<file path="src/rtl/sdram_port_arbiter_if.sv">
// Bundle of the request/grant handshakes and SDRAM command strobes around the port arbiter.
// The slave modport is the arbiter's view; master is the requester/engine side.
interface sdram_port_arbiter_if #(
  parameter int AddressWidthSDRAM = 24
);
  logic                         wr_req;
  logic [AddressWidthSDRAM-1:0] wr_addr;
  logic                         rd_req;
  logic [AddressWidthSDRAM-1:0] rd_addr;
  logic                         wr_grant;
  logic                         rd_grant;
  logic                         sdram_busy;
  logic                         sdram_done;
  logic                         sdram_enable;
  logic                         sdram_read;
  logic                         sdram_refresh;
  logic [AddressWidthSDRAM-1:0] sdram_addr;
  logic                         refresh_overrun;

  modport slave (
    input  wr_req, wr_addr, rd_req, rd_addr, sdram_busy, sdram_done,
    output wr_grant, rd_grant, sdram_enable, sdram_read, sdram_refresh,
           sdram_addr, refresh_overrun
  );

  modport master (
    output wr_req, wr_addr, rd_req, rd_addr, sdram_busy, sdram_done,
    input  wr_grant, rd_grant, sdram_enable, sdram_read, sdram_refresh,
           sdram_addr, refresh_overrun
  );
endinterface

</file>
<file path="src/rtl/sdram_port_arbiter.sv">
// Burst-granular arbiter sharing one SDRAM command engine between a write and a read stream,
// with periodic auto-refresh injection and bounded write starvation.
module sdram_port_arbiter #(
  parameter int BurstLengthSDRAM  = 8,
  parameter int AddressWidthSDRAM = 24,
  parameter int RefreshInterval   = 780,
  parameter int StarveLimit       = 4
) (
  input  logic                 clk,
  input  logic                 rst,
  sdram_port_arbiter_if.slave  bus
);
  localparam int RW = $clog2(RefreshInterval);
  localparam int SW = $clog2(StarveLimit + 1);
  localparam logic [RW-1:0] RELOAD = RW'(RefreshInterval - 1);
  localparam logic [SW-1:0] SLIM   = SW'(StarveLimit);

  if (BurstLengthSDRAM < 1 || RefreshInterval < 2 || StarveLimit < 1) begin : g_bad_param
    $error("sdram_port_arbiter: parameter out of range");
  end

  typedef enum logic [1:0] {IDLE, REF, WR, RD} state_t;

  state_t                       state, state_n;
  logic                         wr_grant, wr_grant_n;
  logic                         rd_grant, rd_grant_n;
  logic                         enable, enable_n;
  logic                         read, read_n;
  logic                         refresh, refresh_n;
  logic [AddressWidthSDRAM-1:0] addr, addr_n;
  logic [SW-1:0]                starve, starve_n;
  logic [RW-1:0]                ref_cnt;
  logic                         ref_pending;
  logic                         overrun;
  logic                         ref_issue;
  logic                         expire;

  assign expire = (ref_cnt == '0);

  always_comb begin
    state_n    = state;
    wr_grant_n = wr_grant;
    rd_grant_n = rd_grant;
    enable_n   = 1'b0;
    refresh_n  = 1'b0;
    read_n     = read;
    addr_n     = addr;
    starve_n   = starve;
    ref_issue  = 1'b0;
    case (state)
      IDLE: begin
        if (!bus.sdram_busy) begin
          if (ref_pending) begin
            state_n   = REF;
            refresh_n = 1'b1;
            ref_issue = 1'b1;
          end else if (bus.wr_req && (starve == SLIM || !bus.rd_req)) begin
            state_n    = WR;
            enable_n   = 1'b1;
            read_n     = 1'b0;
            addr_n     = bus.wr_addr;
            wr_grant_n = 1'b1;
            starve_n   = '0;
          end else if (bus.rd_req) begin
            state_n    = RD;
            enable_n   = 1'b1;
            read_n     = 1'b1;
            addr_n     = bus.rd_addr;
            rd_grant_n = 1'b1;
            if (!bus.wr_req)
              starve_n = '0;
            else if (starve != SLIM)
              starve_n = starve + 1'b1;
          end
        end
      end
      REF: begin
        if (bus.sdram_done)
          state_n = IDLE;
      end
      WR, RD: begin
        if (bus.sdram_done) begin
          state_n    = IDLE;
          wr_grant_n = 1'b0;
          rd_grant_n = 1'b0;
        end
      end
      default: state_n = IDLE;
    endcase
  end

  always_ff @(posedge clk or posedge rst) begin
    if (rst) begin
      state    <= IDLE;
      wr_grant <= 1'b0;
      rd_grant <= 1'b0;
      enable   <= 1'b0;
      read     <= 1'b0;
      refresh  <= 1'b0;
      addr     <= '0;
      starve   <= '0;
    end else begin
      state    <= state_n;
      wr_grant <= wr_grant_n;
      rd_grant <= rd_grant_n;
      enable   <= enable_n;
      read     <= read_n;
      refresh  <= refresh_n;
      addr     <= addr_n;
      starve   <= starve_n;
    end
  end

  // An expiry coinciding with the refresh strobe re-arms pending without counting as an overrun.
  always_ff @(posedge clk or posedge rst) begin
    if (rst) begin
      ref_cnt     <= RELOAD;
      ref_pending <= 1'b0;
      overrun     <= 1'b0;
    end else if (expire) begin
      ref_cnt     <= RELOAD;
      ref_pending <= 1'b1;
      if (ref_pending && !ref_issue)
        overrun <= 1'b1;
    end else begin
      ref_cnt <= ref_cnt - 1'b1;
      if (ref_issue)
        ref_pending <= 1'b0;
    end
  end

  assign bus.wr_grant        = wr_grant;
  assign bus.rd_grant        = rd_grant;
  assign bus.sdram_enable    = enable;
  assign bus.sdram_read      = read;
  assign bus.sdram_refresh   = refresh;
  assign bus.sdram_addr      = addr;
  assign bus.refresh_overrun = overrun;
endmodule

</file>
<file path="src/flat_wrapper.sv">
// flat-port wrapper written by rule: the top's interface ports become plain ports
module sdram_port_arbiter_flat 
#(
  parameter int BurstLengthSDRAM  = 8,
  parameter int AddressWidthSDRAM = 24,
  parameter int RefreshInterval   = 780,
  parameter int StarveLimit       = 4
)
  (clk, rst, bus_wr_req, bus_wr_addr, bus_rd_req, bus_rd_addr, bus_sdram_busy, bus_sdram_done, bus_wr_grant, bus_rd_grant, bus_sdram_enable, bus_sdram_read, bus_sdram_refresh, bus_sdram_addr, bus_refresh_overrun);
  sdram_port_arbiter_if #(.AddressWidthSDRAM(AddressWidthSDRAM)) bus_i ();
  input  logic clk;
  input  logic rst;
  input wire logic [$bits(bus_i.wr_req)-1:0] bus_wr_req;
  input wire logic [$bits(bus_i.wr_addr)-1:0] bus_wr_addr;
  input wire logic [$bits(bus_i.rd_req)-1:0] bus_rd_req;
  input wire logic [$bits(bus_i.rd_addr)-1:0] bus_rd_addr;
  input wire logic [$bits(bus_i.sdram_busy)-1:0] bus_sdram_busy;
  input wire logic [$bits(bus_i.sdram_done)-1:0] bus_sdram_done;
  output wire logic [$bits(bus_i.wr_grant)-1:0] bus_wr_grant;
  output wire logic [$bits(bus_i.rd_grant)-1:0] bus_rd_grant;
  output wire logic [$bits(bus_i.sdram_enable)-1:0] bus_sdram_enable;
  output wire logic [$bits(bus_i.sdram_read)-1:0] bus_sdram_read;
  output wire logic [$bits(bus_i.sdram_refresh)-1:0] bus_sdram_refresh;
  output wire logic [$bits(bus_i.sdram_addr)-1:0] bus_sdram_addr;
  output wire logic [$bits(bus_i.refresh_overrun)-1:0] bus_refresh_overrun;
  assign bus_i.wr_req = bus_wr_req;
  assign bus_i.wr_addr = bus_wr_addr;
  assign bus_i.rd_req = bus_rd_req;
  assign bus_i.rd_addr = bus_rd_addr;
  assign bus_i.sdram_busy = bus_sdram_busy;
  assign bus_i.sdram_done = bus_sdram_done;
  assign bus_wr_grant = bus_i.wr_grant;
  assign bus_rd_grant = bus_i.rd_grant;
  assign bus_sdram_enable = bus_i.sdram_enable;
  assign bus_sdram_read = bus_i.sdram_read;
  assign bus_sdram_refresh = bus_i.sdram_refresh;
  assign bus_sdram_addr = bus_i.sdram_addr;
  assign bus_refresh_overrun = bus_i.refresh_overrun;
  sdram_port_arbiter #(.BurstLengthSDRAM(BurstLengthSDRAM), .AddressWidthSDRAM(AddressWidthSDRAM), .RefreshInterval(RefreshInterval), .StarveLimit(StarveLimit)) u_core (.clk(clk), .rst(rst), .bus(bus_i));
endmodule
</file>
<file path="config.mk">
export PLATFORM = sky130hd
export DESIGN_NAME = sdram_port_arbiter_flat
export DESIGN_NICKNAME = d
export VERILOG_FILES = /design/src/rtl/sdram_port_arbiter_if.sv /design/src/rtl/sdram_port_arbiter.sv /design/src/flat_wrapper.sv
export SDC_FILE = /design/constraint.sdc
export NUM_CORES = 1
export LEC_CHECK = 0
export ABC_CLOCK_PERIOD_IN_PS = 4400
export BUFFER_PORTS_ARGS = -buffer_cell sky130_fd_sc_hd__clkbuf_2
export CAP_MARGIN = 25
export CELL_PAD_IN_SITES_DETAIL_PLACEMENT = 1
export CELL_PAD_IN_SITES_GLOBAL_PLACEMENT = 1
export CORE_AREA = 2 2 106 67
export CTS_CLUSTER_DIAMETER = 100
export DETAILED_ROUTE_END_ITERATION = 8
export DIE_AREA = 0 0 108 69
export PLACE_DENSITY_LB_ADDON = 0.2
export SYNTH_ARGS = -nofsm -noshare
export SYNTH_HDL_FRONTEND = slang
export SYNTH_SLANG_ARGS = --single-unit
</file>
<file path="constraint.sdc">
create_clock -name clk -period 4.4 [get_ports clk]
set_input_delay 0.22 -clock clk [delete_from_list [all_inputs] [get_ports clk]]
set_output_delay 0.22 -clock clk [all_outputs]
set_load 0.05 [all_outputs]
</file>
==> out/results.tsv <==
stage	metric	value	unit
placed_design	hpwlAfterDp	4.69	mm
worst_hold_path	min_path_type	in2reg	
critical_path	rr_worst_depth	5	
sta	worst_slew_pin_slew	793	ps
sta	worst_slack	2420	ps
routing	vias	2035	
pwr	ir_drop	289	uV
worst_hold_path	hp-start	bus_sdram_done	
floorplanning	initial_utilization	0.343	
pwr	total_power	0.00180	W
sta	finalHoldViolCount	0	
clock_network	cts_sinks	46	
synthesis	synth_edf_count	0	
routing	first_pass_iters	4	
cells_and_area	diodes	0	
placed_design	io_buffer_count	83	
routing	drt_iter0_drc	106	
critical_path	start_kind	input pin	
floorplanning	die_area	7450	um2
synthesis	ys_seq_area_frac	0.521	
cells_and_area	layout_common_cells	clkbuf_2, dfrtp_1, o21ai_0	
synthesis	async_reset_ff_frac	1.00	
clock_network	cts_max_path_buffers	2	
sta	finalClockSkew	9.31	ps
grt	overflow	0	
floorplanning	die_w	108	um
critical_path	r2r-end	u_core.bus.refresh_overrun	
outcome	status	finished clean	
sta	setup_viol	0	
floorplanning	num_rows	23	
floorplanning	ios	84	
critical_path	r2r_slack	2440	ps
routing	wl_per_cell	18.1	um
routing	wl	6.72	mm
synthesis	syn-cell-area	2220	um2
clock_network	cts_root_buf	clkbuf_8	
critical_path	cpPeakStageDelay	650	ps
pwr	p_leak	1.26	nW
sta	slew_viol_final	0	
synthesis	ys_ff_latch	46	
cells_and_area	nets	341	
critical_path	cp_data_required_time	4560	ps
clock_network	cts_buffers	5	
sta	rsz0062_at_grt	no	
cells_and_area	regArea	1160	um2
routing	drc_errors	0	
floorplanning	die_h	69	um
synthesis	syn_area_per_cell	10.7	um2
cells_and_area	drive_gt1_frac	0.372	
routing	postRouteAntennaNets	0	
sta	max_freq	505	MHz
critical_path	path_cells	clkbuf_2 -> o21ba_2 -> nand2_1 -> clkinv_1 -> a2bb2oi_1	
critical_path	endpoint_kind	register	
pwr	p_per_area	632	nW/um2
critical_path	worstSetupPathType	in2reg	
clock_network	cts_tree	built	
clock_network	insertion_delay	290	ps
critical_path	worstReg2RegStart	u_core.ref_cnt[0]	
placed_design	routabilityCongestion	0.726	
grt	grt_pass1_vias	2141	
cells_and_area	multi_input_area	957	um2
grt	grt_pass1_wl	11.2	mm
critical_path	crit_arrival	2140	ps
routing	drt-vias-per-instance	5.47	
clock_network	cts.reportedPaths.clkPinSlew	90	ps
grt	track_usage	0.190	
worst_hold_path	hold_end	u_core.bus.wr_grant	
synthesis	synthesis.nets	265	
placed_design	preCtsSetupSlack	2090	ps
flow_run	maxCapViolations	0	
grt	antenna_found_initial	0	
synthesis	yosys_warnings	0	
critical_path	critPathMaxFanout	32	
synthesis	synthCells	208	
synthesis	synth_flop_cell	dfrtp_1	
sta	finalCritPeriodShare	0.450	
sta	fin_crit	1980	ps
sta	maxSlewHeadroom	0.468	
synthesis	synth_cell_type_count	42	
critical_path	slowest_stage	clkinv_1	
clock_network	post-cts-setup-buffers	0	
clock_network	h-tree-depth	2	
worst_hold_path	hold-path-cell-count	2	
cells_and_area	final_common_cell	clkbuf_2	
grt	grt_max_degree	47	
floorplanning	core_area	6470	um2
sta	finalSetupTns	0	ps
cells_and_area	syn2layout_area_growth	28.1	%
sta	hold_ws	143	ps
cells_and_area	fillers	766	
==> critical path, delay by kind of cell <==
| kind | cells | cell delay, ps |
|---|---|---|
| compound gates | 2 | 720 |
| simple gates | 1 | 140 |
| buf+inv | 2 | 1050 |
==> Yosys cell counts, types with 2 or more instances <==
cell type	number	area [um2]
a21oi_1	4	20.0
a2bb2oi_1	25	219
a311oi_1	24	210
buf_2	2	10.0
clkbuf_1	15	56.3
dfrtp_1	41	1030
dfstp_2	5	131
ha_1	3	37.5
inv_1	9	33.8
nand2_1	5	18.8
nand3_1	3	15.0
nor2_1	3	11.3
nor3_1	2	10.0
o21ai_0	32	160
o21bai_1	2	15.0
o31ai_1	3	22.5
or3_1	3	18.8
or4_1	2	15.0
or4b_1	2	20.0
==> through the flow <==
| stage | area, um2 | utilization | instances |
|---|---|---|---|
| 2_1_floorplan | 2220 | - | 208 |
| 3_3_place_gp | 2680 | 0.413 | 359 |
| 3_5_place_dp | 2710 | 0.418 | 361 |
| 4_1_cts | 2800 | 0.432 | 369 |
| 5_1_grt | 2840 | 0.439 | 372 |
| 6_report | 2840 | 0.439 | 372 |
==> report_power, final <==
group          total, W  switching (W)  internal [W]
clock network  0.000265       0.000138      0.000127
registers      0.000645      0.0000873      0.000558
logic          0.000885       0.000638      0.000247
==> worst max path at each step <==
stage	start	to	slack, ps	cells after the start
after detailed placement	bus_wr_req	u_core.bus.sdram_addr[4]	2090	5
after floorplan	u_core.ref_cnt[0]	u_core.bus.refresh_overrun	2680	6
after CTS	u_core.state[1]	u_core.bus.rd_grant	2410	3
after global routing	bus_wr_req	u_core.bus.sdram_addr[1]	2230	5
final	bus_wr_req	u_core.bus.sdram_addr[4]	2420	5
after global placement	bus_wr_req	u_core.bus.sdram_addr[12]	2180	5
==> flip-flops by register name, summed over array words and instances (netlist names) <==
name / flops
u_core.starve: 3
u_core.bus.sdram_addr: 24
u_core.bus.sdram_enable: 1
u_core.bus.sdram_refresh: 1
u_core.ref_pending: 1
u_core.state: 2
u_core.bus.sdram_read: 1
u_core.bus.rd_grant: 1
u_core.bus.refresh_overrun: 1
u_core.bus.wr_grant: 1
u_core.ref_cnt: 10
==> what timing repair did <==
action | CTS | global route
endpoints found under the hold margin | 0 | 11
gates resized for setup | 0 | 0
hold buffers | 0 | 1
==> final cells by class <==
type	instances	share of cell area
clock buffers	7	0.0304
well taps	87	0.0383
clock inverters	1	0.00176
flip-flops and latches	46	0.407
multi-input cells	133	0.337
repair buffers	88	0.173
inverters	10	0.0132
==> cell families (layout without fill, tap and decap cells) <==
kind of cell               after synthesis  count (layout)  share of synthesized area
AOI/OAI and AO/OA                      103             103                      0.339
DFF                                     46              46                      0.521
buffers and inverters                   29             106                     0.0507
and+or+nand+nor                         25              25                     0.0637
adders and majority gates                3               3                     0.0169
xor gates and xnor gates                 2               2                    0.00789
==> metal layers <==
metal  GRT usage  wire length [um]
met2       0.268              2840
met5           0                 0
met4      0.0499                50
met1       0.293              3450
met3      0.0407               383
No activity file was read; power rests on OpenSTA's default activity.
